===== src/rtl/dtc_pkg.sv =====
// Shared definitions for the decision-tree classifier (dtc_*) blocks:
// class-code geometry, the vote-accumulator state encoding and a result
// record that downstream consumers can reuse.
package dtc_pkg;

  localparam int CLASS_W     = 3;
  localparam int NUM_CLASSES = 2 ** CLASS_W;
  localparam int RES_CNT_W   = 4;

  typedef enum logic [1:0] {
    ACCUM = 2'd0,
    SCAN  = 2'd1,
    DONE  = 2'd2
  } state_t;

  typedef struct packed {
    logic [CLASS_W-1:0]   cls;
    logic [RES_CNT_W-1:0] votes;
    logic [RES_CNT_W-1:0] total;
  } result_t;

endpackage


===== src/rtl/dtc_vote_counter_bank.sv =====
// One vote counter per class. It increments by class index, clears
// synchronously and provides an indexed read port for the argmax scan.
// The counters cannot overflow because a window never holds more than WIN
// votes and the top enforces 2**CNT_W > WIN.
module dtc_vote_counter_bank
  import dtc_pkg::*;
#(
  parameter int CNT_W = 4
) (
  input  logic               clk,
  input  logic               rst_n,
  input  logic               clr,
  input  logic               inc,
  input  logic [CLASS_W-1:0] inc_idx,
  input  logic [CLASS_W-1:0] rd_idx,
  output logic [CNT_W-1:0]   rd_cnt
);

  logic [CNT_W-1:0] cnt [NUM_CLASSES];

  // Counter array: clear wins over increment (they never coincide in practice).
  always_ff @(posedge clk or negedge rst_n) begin
    if (!rst_n) begin
      for (int i = 0; i < NUM_CLASSES; i++) cnt[i] <= '0;
    end else if (clr) begin
      for (int i = 0; i < NUM_CLASSES; i++) cnt[i] <= '0;
    end else if (inc) begin
      cnt[inc_idx] <= cnt[inc_idx] + 1'b1;
    end
  end

  assign rd_cnt = cnt[rd_idx];

endmodule


===== src/rtl/dtc_vote_accum.sv =====
// Majority-vote smoother behind the decision-tree classifier. It collects
// up to WIN class votes (or fewer when flushed), scans the per-class counts
// one class per cycle for the argmax (the lowest index wins ties) and holds
// the registered result until the consumer takes it.
//
// Handshakes: a transfer happens on a rising edge where valid & ready are both
// high. The producer keeps valid and data stable until that edge. in_ready
// depends only on state (high in ACCUM). out_valid and the out_* fields come
// from registers and stay constant while out_valid is high and out_ready is low.
module dtc_vote_accum
  import dtc_pkg::*;
#(
  parameter int WIN   = 8,
  parameter int CNT_W = 4
) (
  input  logic               clk,
  input  logic               rst_n,
  input  logic               in_valid,
  input  logic [CLASS_W-1:0] in_class,
  output logic               in_ready,
  input  logic               flush,
  output logic               out_valid,
  input  logic               out_ready,
  output logic [CLASS_W-1:0] out_class,
  output logic [CNT_W-1:0]   out_votes,
  output logic [CNT_W-1:0]   out_total
);

  if ((WIN < 1) || (WIN > 255) || ((2 ** CNT_W) <= WIN)) begin : g_bad_params
    $error("dtc_vote_accum: WIN must be 1..255 and 2**CNT_W must exceed WIN");
  end

  localparam logic [CNT_W-1:0]   WIN_C    = CNT_W'(WIN);
  localparam logic [CLASS_W-1:0] LAST_IDX = CLASS_W'(NUM_CLASSES - 1);

  state_t             state_q, state_d;
  logic [CNT_W-1:0]   total_q, total_nxt;
  logic [CLASS_W-1:0] idx_q;
  logic [CNT_W-1:0]   best_cnt_q, best_cnt_nx;
  logic [CLASS_W-1:0] best_cls_q, best_cls_nx;
  logic [CNT_W-1:0]   rd_cnt;
  logic               accept;
  logic               handshake;
  logic               out_valid_q;
  logic [CLASS_W-1:0] out_class_q;
  logic [CNT_W-1:0]   out_votes_q, out_total_q;

  assign in_ready  = (state_q == ACCUM);
  assign accept    = in_valid & in_ready;
  assign handshake = (state_q == DONE) & out_ready;
  assign total_nxt = total_q + CNT_W'(accept);

  dtc_vote_counter_bank #(
    .CNT_W (CNT_W)
  ) u_bank (
    .clk     (clk),
    .rst_n   (rst_n),
    .clr     (handshake),
    .inc     (accept),
    .inc_idx (in_class),
    .rd_idx  (idx_q),
    .rd_cnt  (rd_cnt)
  );

  // Strictly-greater compare keeps the earlier (lower) class on a tie.
  always_comb begin
    best_cnt_nx = best_cnt_q;
    best_cls_nx = best_cls_q;
    if (rd_cnt > best_cnt_q) begin
      best_cnt_nx = rd_cnt;
      best_cls_nx = idx_q;
    end
  end

  // State register.
  always_ff @(posedge clk or negedge rst_n) begin
    if (!rst_n) state_q <= ACCUM;
    else        state_q <= state_d;
  end

  // Next-state decode. A flush counts a same-cycle vote first and is
  // ignored when the window would still be empty.
  always_comb begin
    state_d = state_q;
    case (state_q)
      ACCUM: begin
        if ((accept && (total_nxt == WIN_C)) || (flush && (total_nxt != '0)))
          state_d = SCAN;
      end
      SCAN: begin
        if (idx_q == LAST_IDX) state_d = DONE;
      end
      DONE: begin
        if (out_ready) state_d = ACCUM;
      end
      default: state_d = ACCUM;
    endcase
  end

  // Window total, scan registers and registered result.
  always_ff @(posedge clk or negedge rst_n) begin
    if (!rst_n) begin
      total_q     <= '0;
      idx_q       <= '0;
      best_cnt_q  <= '0;
      best_cls_q  <= '0;
      out_valid_q <= 1'b0;
      out_class_q <= '0;
      out_votes_q <= '0;
      out_total_q <= '0;
    end else begin
      case (state_q)
        ACCUM: begin
          total_q <= total_nxt;
          if (state_d == SCAN) begin
            idx_q      <= '0;
            best_cnt_q <= '0;
            best_cls_q <= '0;
          end
        end
        SCAN: begin
          idx_q      <= idx_q + 1'b1;
          best_cnt_q <= best_cnt_nx;
          best_cls_q <= best_cls_nx;
          if (idx_q == LAST_IDX) begin
            out_valid_q <= 1'b1;
            out_class_q <= best_cls_nx;
            out_votes_q <= best_cnt_nx;
            out_total_q <= total_q;
          end
        end
        DONE: begin
          if (out_ready) begin
            total_q     <= '0;
            out_valid_q <= 1'b0;
            out_class_q <= '0;
            out_votes_q <= '0;
            out_total_q <= '0;
          end
        end
        default: begin
          total_q <= '0;
        end
      endcase
    end
  end

  assign out_valid = out_valid_q;
  assign out_class = out_class_q;
  assign out_votes = out_votes_q;
  assign out_total = out_total_q;

endmodule


===== config.mk =====
export PLATFORM = sky130hd
export DESIGN_NAME = dtc_vote_accum
export DESIGN_NICKNAME = d
export VERILOG_FILES = /design/src/rtl/dtc_pkg.sv /design/src/rtl/dtc_vote_counter_bank.sv /design/src/rtl/dtc_vote_accum.sv
export SDC_FILE = /design/constraint.sdc
export NUM_CORES = 1
export LEC_CHECK = 0
export CORE_MARGIN = 8
export CORE_UTILIZATION = 33
export DETAILED_ROUTE_END_ITERATION = 12
export GPL_TIMING_DRIVEN = 0
export SLEW_MARGIN = 15
export SYNTH_ARGS = -nofsm -noshare
export SYNTH_HDL_FRONTEND = slang
export SYNTH_SLANG_ARGS = --single-unit

===== constraint.sdc =====
create_clock -name clk -period 6.5 [get_ports clk]
set_input_delay 0.65 -clock clk [delete_from_list [all_inputs] [get_ports clk]]
set_output_delay 0.65 -clock clk [all_outputs]
set_load 0.02 [all_outputs]

Yosys cells after proc, flatten, opt, wreduce, memory -nomap -nowiden
Index checks and enable logic that the tools add are counted.
- flip-flop bits (word level): 60
- word-level logic and storage cells: 83
- equality and inequality tests: 8
- order comparisons: 4
- reduce and logical (&&, ||, !) cells: 12
- add/sub/neg operators: 3
- mux-type cells: 34
- bitwise gates (word level): 5
- operators by type and width (operator ; count):
    $mux 32 ; 2
    $mux 4 ; 10
    $bwmux 32 ; 1
    $bmux 4 s3 ; 2
    $pmux 4 s2 ; 3
    $pmux 3 s2 ; 3
    $demux 4 s3 ; 1
    $mux 3 ; 4
    $pmux 4 s3 ; 1
    $ge 4x4->1 const B ; 2
    $not 3->4 ; 2
    $mux 2 ; 3
    $pmux 2 s3 ; 1
    $reduce_bool 2->1 ; 3
    $add 4x1->4 ; 1
    $add 4x1->4 const B ; 1
    $eq 2x1->1 const B ; 2
    $eq 4x4->1 const B ; 1
    $gt 4x4->1 ; 1
    $lt 4x1->1 const B ; 1
    $ne 2x2->1 const B ; 2
    $reduce_and 2->1 ; 2
    $reduce_bool 4->1 ; 1
    $add 3x1->3 const B ; 1
    other kinds (11) ; 15

Depth between registers and ports, before layout
Gate-level depths: netlist of run 1.
- word-level depth: 11
- depth in mapped cells: 11
- gate-level depth less buffers: 10

By module
Synthesis of run 1 repeated with hierarchy kept, for this count alone.
- cells, all modules: 301
- area, all modules: 3475.8 um^2
- by module, submodules not included (module ; area an instance (um^2) ; times used ; cells each ; sequential area each (um^2)):
    dtc_vote_counter_bank ; 2038.2 ; 1 ; 173 ; 800.8
    dtc_vote_accum ; 1437.6 ; 1 ; 128 ; 700.7

Worst setup path after synthesis of run 1
Ideal clock, no wire load.
- kind: reg-to-reg
- start point: register idx_q[0]
- end point: register best_cnt_q[1]
- data required time: 6.384 ns
- data arrival time: 2.871 ns
- period minus slack after synthesis: 2.987 ns
- cell stages (with the launch flop): 11
- library setup time: 0.116 ns
- path slack: 3.513 ns
- buffers on the path: 2
- cells stage by stage: dfrtp_1 buf_2 mux4_2 mux2_2 ha_1 nor2b_1 o21a_1 o21a_1 o21a_1 clkbuf_1 o311ai_0
- cells in the longest elaborated chain, start to end: 7
- elaborated cells on any way between the ends: 13
- RTL lines (item ; line ; RTL):
    start: declaration ; dtc_vote_accum.sv:38 ; logic [CLASS_W-1:0] idx_q;
    start signal: assignment ; dtc_vote_accum.sv:122 ; idx_q <= idx_q + 1'b1;
    $not 3->4 (implied by the code) ; dtc_vote_counter_bank.sv:32 ; assign rd_cnt = cnt[rd_idx];
    $bmux 4 s3 ; dtc_vote_counter_bank.sv:32 ;
    $mux 4 (implied by the code) (2 in a row) ; dtc_vote_counter_bank.sv:32 ;
    $gt 4x4->1 ; dtc_vote_accum.sv:69 ; if (rd_cnt > best_cnt_q) begin
    $mux 4 ; dtc_vote_accum.sv:69 ;
    $pmux 4 s2 ; dtc_vote_accum.sv:112 ; case (state_q)
    end signal: assignment ; dtc_vote_accum.sv:123 ; best_cnt_q <= best_cnt_nx;
    end: declaration ; dtc_vote_accum.sv:39 ; logic [CNT_W-1:0] best_cnt_q, best_cnt_nx;
Several ways; a longest one is shown, not always the timed one. The select of a mux whose other input is x is not followed.
A chain may end at the register's enable or synchronous reset.

Worst setup path in the final report of run 1
Same ends and word-level chain as after synthesis.

==> results of run 1 <==
[logic make-up (layout without fill, tap and decap cells)]
| family | after synthesis | after routing | share of synthesized area, % |
|---|---|---|---|
| AND/OR/NAND/NOR | 128 | 128 | 18.4 |
| flip-flops | 60 | 60 | 41.2 |
| multiplexers | 26 | 26 | 11.6 |
| XOR/XNOR | 3 | 3 | 0.721 |
| adder cells (fa/ha/maj) | 9 | 9 | 3.09 |
| AO/OA/AOI/OAI | 102 | 102 | 20.4 |
| buffers and inverters | 39 | 73 | 4.67 |
[state kept, by name, indices dropped and copies added, names as in the netlist]
name / cells
best_cls_q: 3
best_cnt_q: 4
idx_q: 3
out_class: 3
out_total: 4
out_valid: 1
out_votes: 4
state_q: 2
total_q: 4
u_bank.cnt: 32
[metal layers]
layer  GRT usage [%]  vias up
met3            5.07        8
met4            4.14        0
met1            17.7     1561
met5               0        -
met2            22.7       90
li1                -     1463
[where the power goes]
part | switching [uW] | internal (uW)
Clock | 145 | 172
Sequential | 115 | 521
Combinational | 616 | 401
[Yosys cell counts, types with 3 or more instances]
cell type	instances
a22o_1	4
a31oi_1	8
and2_1	4
and3_1	8
buf_2	7
clkbuf_1	14
dfrtp_1	60
ha_1	9
inv_1	13
mux2_2	6
mux2i_1	7
mux4_2	12
nand2_1	35
nand2b_1	11
nand3_1	36
nor2_1	10
nor2b_1	8
o2111ai_1	22
o211ai_1	17
o21a_1	3
o21ai_0	32
o311ai_0	6
[cell usage in the layout, fill, tap and decap left out, types with 2 or more instances in the layout]
master,count
clkinv_2,2
nor3b_1,2
dfrtp_1,60
buf_2,7
clkdlybuf4s50_1,18
a22o_1,4
nor2b_1,8
mux2_2,6
clkbuf_8,9
or2_2,2
buf_4,3
ha_1,9
a31oi_1,8
o21a_1,3
nand3_1,36
nor3_1,2
clkbuf_1,16
or3b_2,2
nand2b_1,11
nand3b_1,2
o2111ai_1,22
inv_1,13
nor2_1,10
and3_1,8
o21ai_0,32
mux2i_1,7
o211ai_1,17
mux4_2,12
nand2_1,35
and2_1,4
xor2_1,2
o311ai_0,6
[cell type report]
cell class	count	area (um2)	share of cell area [%]
buffer	25	118	2.80
clock buffer	11	131	3.13
clock inverter	3	40.0	0.954
inverter	14	52.6	1.25
multi-input combinational	268	1970	47.0
sequential	60	1500	35.8
tap	140	175	4.17
timing repair buffer	20	208	4.95
[worst paths after layout]
path,startpoint,to,slack (ps),depth (start not counted)
max,idx_q[0]$_DFFE_PN0P_,best_cnt_q[1]$_DFFE_PN0P_,3010,10
min,rst_n,out_total[2]$_DFFE_PN0P_,190,1
max reg2reg,idx_q[0]$_DFFE_PN0P_,best_cnt_q[1]$_DFFE_PN0P_,3010,10
min reg2reg,out_valid$_DFFE_PN0P_,out_valid$_DFFE_PN0P_,490,2
max in group asynchronous,rst_n,u_bank.cnt[14]$_DFFE_PN0P_,5790,2
min in group clk,out_valid$_DFFE_PN0P_,out_valid$_DFFE_PN0P_,490,2
[metrics by stage]
stage	setup WS (ps)	hold WS (ps)	utilization [%]	instances
CTS	2970	198	38.9	541
global placement	2760	470	37.2	526
floorplan	3510	354	-	367
global route	2820	201	38.9	541
finish	3010	189	38.9	541
detailed placement	2960	475	37.3	527
==> impl_metrics.toml, run 1 <==
[outcome]
outcome = "finished, final reports clean"

[clock_tree]
cts-buffers-inserted = 9
hold_buffers = 0
tritoncts = "yes"
htreeDepth = 3
cts_setup_buffers = 0
clk_latency_ps = 350
cts.clk_slew.worst_paths_ps = 60
clockBufferDepth = 2
root_buffer = "clkbuf_8"
post_cts_resized = 0
clock-sinks = 60

[flow_run]
drv_cap = 0

[synth]
yosysTopAreaCellShare_pct = 41.2
ys_types = 50
synth_ff_type = "dfrtp_1"
ys_warn_count = 0
syn_nets = 384
synth_top_cell_by_area = "dfrtp_1"
synth_edf_count = 0
synth_area_um2 = 3640
async_flop_share_pct = 100
seq_area_frac_synth_pct = 41.2
syn_inst = 367
synth.area.top_cells = "dfrtp_1 (41%), mux4_2 (7.4%), o2111ai_1 (5.3%)"
syn_area_per_cell_um2 = 9.93
ys_ff_latch = 60

[routing]
drt_iter0_markers = 253
dr.pass1.iters = 4
via_per_inst = 5.77
drc = 0
wl_met1_um = 4570
drtAntennaViolNets = 0
via_count = 3122
wl_um = 10000
top_layer_used = "met4"
avgRoutedWirePerCell_um = 18.6
met3WireLength_um = 526
routed-wl-met2_um = 4840

[setup_path]
start_kind = "register"
critPathMostFrequentCell = "o21a_1"
cp_cell_sequence = "buf_2 > mux4_2 > mux2_2 > ha_1 > nor2b_1 > o21a_1 > o21a_1 > o21a_1 > clkbuf_1 > o311ai_0"
critPathBufInv = 2
crit_path_top_delay_cell = "mux4_2"
crit_path_max_fanout = 10
required_ps = 6720
cp-end-kind = "register"
critical_path_class = "reg2reg"
max_stage_delay_ps = 530
arrival_ps = 3710
critPathTopFamily = "compound AO/OA/AOI/OAI gates"

[global_route]
antenna_found_initial = 0
grt_pass1_wl_um = 16400
track_usage_pct = 14.3
overflow = 0
grt_pass1_vias = 3068
grt_start_max_net_pins = 39

[power_and_ir_drop]
p_total_uw = 1970
leakagePower_uw = 0.00176
powerDensity_nw_per_um2 = 469
max-vdd-ir-drop_uv = 219

[sta]
period_minus_slack_ps = 3490
rsz0062_at_grt = "no"
slew_violations = 0
setup_viol = 0
fin_worst_skew_ps = 5.66
finalSetupTns_ps = 0
slew_headroom_pct = 55.8
finalHoldViolations = 0
fin_crit_sh_pct = 53.6
tightestPinTransition_ps = 664
fmax_ghz = 0.287

[cells_and_area]
nets = 415
fillers = 1061
drive_above_1_share_pct = 12.7
final_area_um2 = 4200
diodes = 0
synthToLayoutAreaGrowth_pct = 15.2

[placed_design]
place_area_um2 = 4030
io_buffer_count = 19
place_congestion = 0.855
dp_hpwl_um = 7120

[die]
die_w_um = 121
core_area_um2 = 10800
dieArea_um2 = 14700
ioPinCount = 21
start_util_pct = 33.8
die-height_um = 121
rows = 38

[hold_path]
hp-class = "in2async"
(Power assumes the default switching activity.)
==> inputs of run 2 (changes only) <==
- clock period: 6.5 -> 3.5 ns (I/O delays scaled with it)
==> run 2 against run 1 <==
First-iteration DRC count is 12% lower. Via count is 0.96% higher. Register-to-register slack worse by 2800 ps. Combinational power is 86% higher. Clock power is 87% higher. Die area stayed put. Sequential share of layout area is 0.15 points lower. Global-route usage hardly changed. Maximum frequency is 7.2% higher. Final cell count is 0.18% higher. Critical path type unchanged.
==> impl_metrics.toml, run 2 (synthesized netlist as in run 1, its figures left out) <==
[clock_tree]
clk_latency_ps = 350
clockBufferDepth = 2
htreeDepth = 3
root_buffer = "clkbuf_8"
cts_setup_buffers = 0
cts.clk_slew.worst_paths_ps = 70
cts-buffers-inserted = 9
clock-sinks = 60
tritoncts = "yes"

[sta]
tightestPinTransition_ps = 671
fmax_ghz = 0.308
setup_viol = 0
slew_violations = 0
fin_worst_skew_ps = 6.81
finalHoldViolations = 0
slew_headroom_pct = 55.3
finalSetupTns_ps = 0
rsz0062_at_grt = "no"
period_minus_slack_ps = 3250
fin_crit_sh_pct = 92.9

[routing]
dr.pass1.iters = 4
drt_iter0_markers = 223
via_per_inst = 5.82
drc = 0
via_count = 3152
avgRoutedWirePerCell_um = 18.5
wl_um = 10000
drtAntennaViolNets = 0

[power_and_ir_drop]
leakagePower_uw = 0.00177
intPower_uw = 2040
netSwitchingFraction_pct = 44.4
powerDensity_nw_per_um2 = 871
seq_power_share_pct = 32.2
max-vdd-ir-drop_uv = 409
combPwrFrac_pct = 51.7
p_clk_share_pct = 16.1
p_switching_uw = 1630

[cells_and_area]
regMostFlops = "u_bank.cnt"
multi_input_area_um2 = 1970
instances_no_fill = 542
synthToLayoutAreaGrowth_pct = 15.7
largest_reg_flops = 32
diodes = 0
seq_area_um2 = 1500
fillers = 1063
final_cell_mix = "dfrtp_1 (60), nand3_1 (36), nand2_1 (35)"
nets = 416
drive_above_1_share_pct = 12.9
final_common_cell = "dfrtp_1"

[setup_path]
crit_end = "best_cnt_q[1]$_DFFE_PN0P_"
reg2reg_to = "best_cnt_q[1]$_DFFE_PN0P_"
start_kind = "register"
required_ps = 3740
arrival_ps = 3490
ff2ff_path_depth = 10
crit_path_max_fanout = 10
critical_path_class = "reg2reg"
r2r_slack_ps = 250
r2r-start = "idx_q[0]$_DFFE_PN0P_"
cp-startpoint = "idx_q[0]$_DFFE_PN0P_"
cp-end-kind = "register"

[global_route]
antenna_found_initial = 0
overflow = 0
grt_start_max_net_pins = 39
track_usage_pct = 14.3
grt_pass1_wl_um = 16400
grt_pass1_vias = 3069

[die]
ioPinCount = 21
start_util_pct = 33.8
dieArea_um2 = 14700
die_w_um = 121
die-height_um = 121
core_area_um2 = 10800
rows = 38

[placed_design]
place_congestion = 0.855
dp_cells = 527
io_buffer_count = 19
dp_hpwl_um = 7120

[outcome]
outcome = "finished, final reports clean"

[hold_path]
hp-class = "in2async"

[flow_run]
drv_cap = 0
[run 2: changes by cell type in the layout (fill, tap and decap cells not counted)]
cell	before	now
buf_2	7	6
buf_6	1	2
clkbuf_1	16	15
clkbuf_2	0	1
dlygate4sd3_1	0	1
o311ai_0	6	5
o311ai_1	0	1
[run 2: worst max-delay path, stage by stage (launching register included)]
cell and delay (ps):
dfrtp_1 490, buf_6 220, mux4_2 500, mux2_2 310, ha_1 300, nor2b_1 140
o21a_1 160, o21a_1 230, o21a_1 240, clkbuf_1 240, o311ai_1 320
[run 2: power groups by stage]
| stage | registers, uW | clock network (uW) | logic, uW |
|---|---|---|---|
| 2_1_floorplan | 1190 | 0 | 1290 |
| 3_3_place_gp | 1180 | 0 | 1820 |
| 3_5_place_dp | 1190 | 0 | 1870 |
| 4_1_cts | 1180 | 601 | 1890 |
| 5_1_grt | 1210 | 628 | 2110 |
| 6_report | 1180 | 592 | 1900 |
[run 2: what timing repair did]
item / CTS / global route
endpoints found under the setup margin: 1 / 8
gates resized for setup: 1 / 4
pin swaps: 0 / 0
hold buffers: 1 / 0
hold endpoints to repair: 22 / 0
[run 2: worst min-delay path by stage]
| stage | cells past startpoint | start | end |
|---|---|---|---|
| global route | 2 | rst_n | total_q[1]$_DFFE_PN0P_ |
| floorplan | 0 | rst_n | best_cls_q[0]$_DFFE_PN0P_ |
| global placement | 2 | out_valid$_DFFE_PN0P_ | out_valid$_DFFE_PN0P_ |
| CTS | 2 | rst_n | total_q[1]$_DFFE_PN0P_ |
| finish | 2 | rst_n | out_total[2]$_DFFE_PN0P_ |
| detailed placement | 1 | rst_n | out_total[2]$_DFFE_PN0P_ |
[run 2: area by class of cell]
| type | count | share of cell area [%] |
|---|---|---|
| Clock inverter | 3 | 0.950 |
| Inverter | 14 | 1.25 |
| Buffer | 25 | 2.97 |
| Clock buffer | 11 | 3.12 |
| Tap cell | 140 | 4.15 |
| Timing Repair Buffer | 21 | 5.16 |
| Multi-Input combinational cell | 268 | 46.8 |
| Sequential cell | 60 | 35.6 |
[run 2: metrics by stage]
step | setup WS (ps) | utilization [%] | hold WS [ps] | power [uW] | instance area (um2)
6_report | 249 | 39.1 | 439 | 3670 | 4220
5_1_grt | 0.0919 | 39.1 | 471 | 3950 | 4220
4_1_cts | 36.9 | 39.0 | 453 | 3670 | 4210
3_5_place_dp | -39.6 | 37.3 | 275 | 3060 | 4030
3_3_place_gp | 60.2 | 37.2 | 470 | 3000 | 4010
2_1_floorplan | 513 | - | 54.4 | 2480 | 3640
[run 2: metal layers]
layer  vias up  global-route usage (%)  share of wire (%)
met5         -                       0                  0
met1      1528                    17.7                 44
met2       139                    22.8                 47
met3        17                    5.17                7.8
li1       1468                       -                  -
met4         0                    4.14                1.1
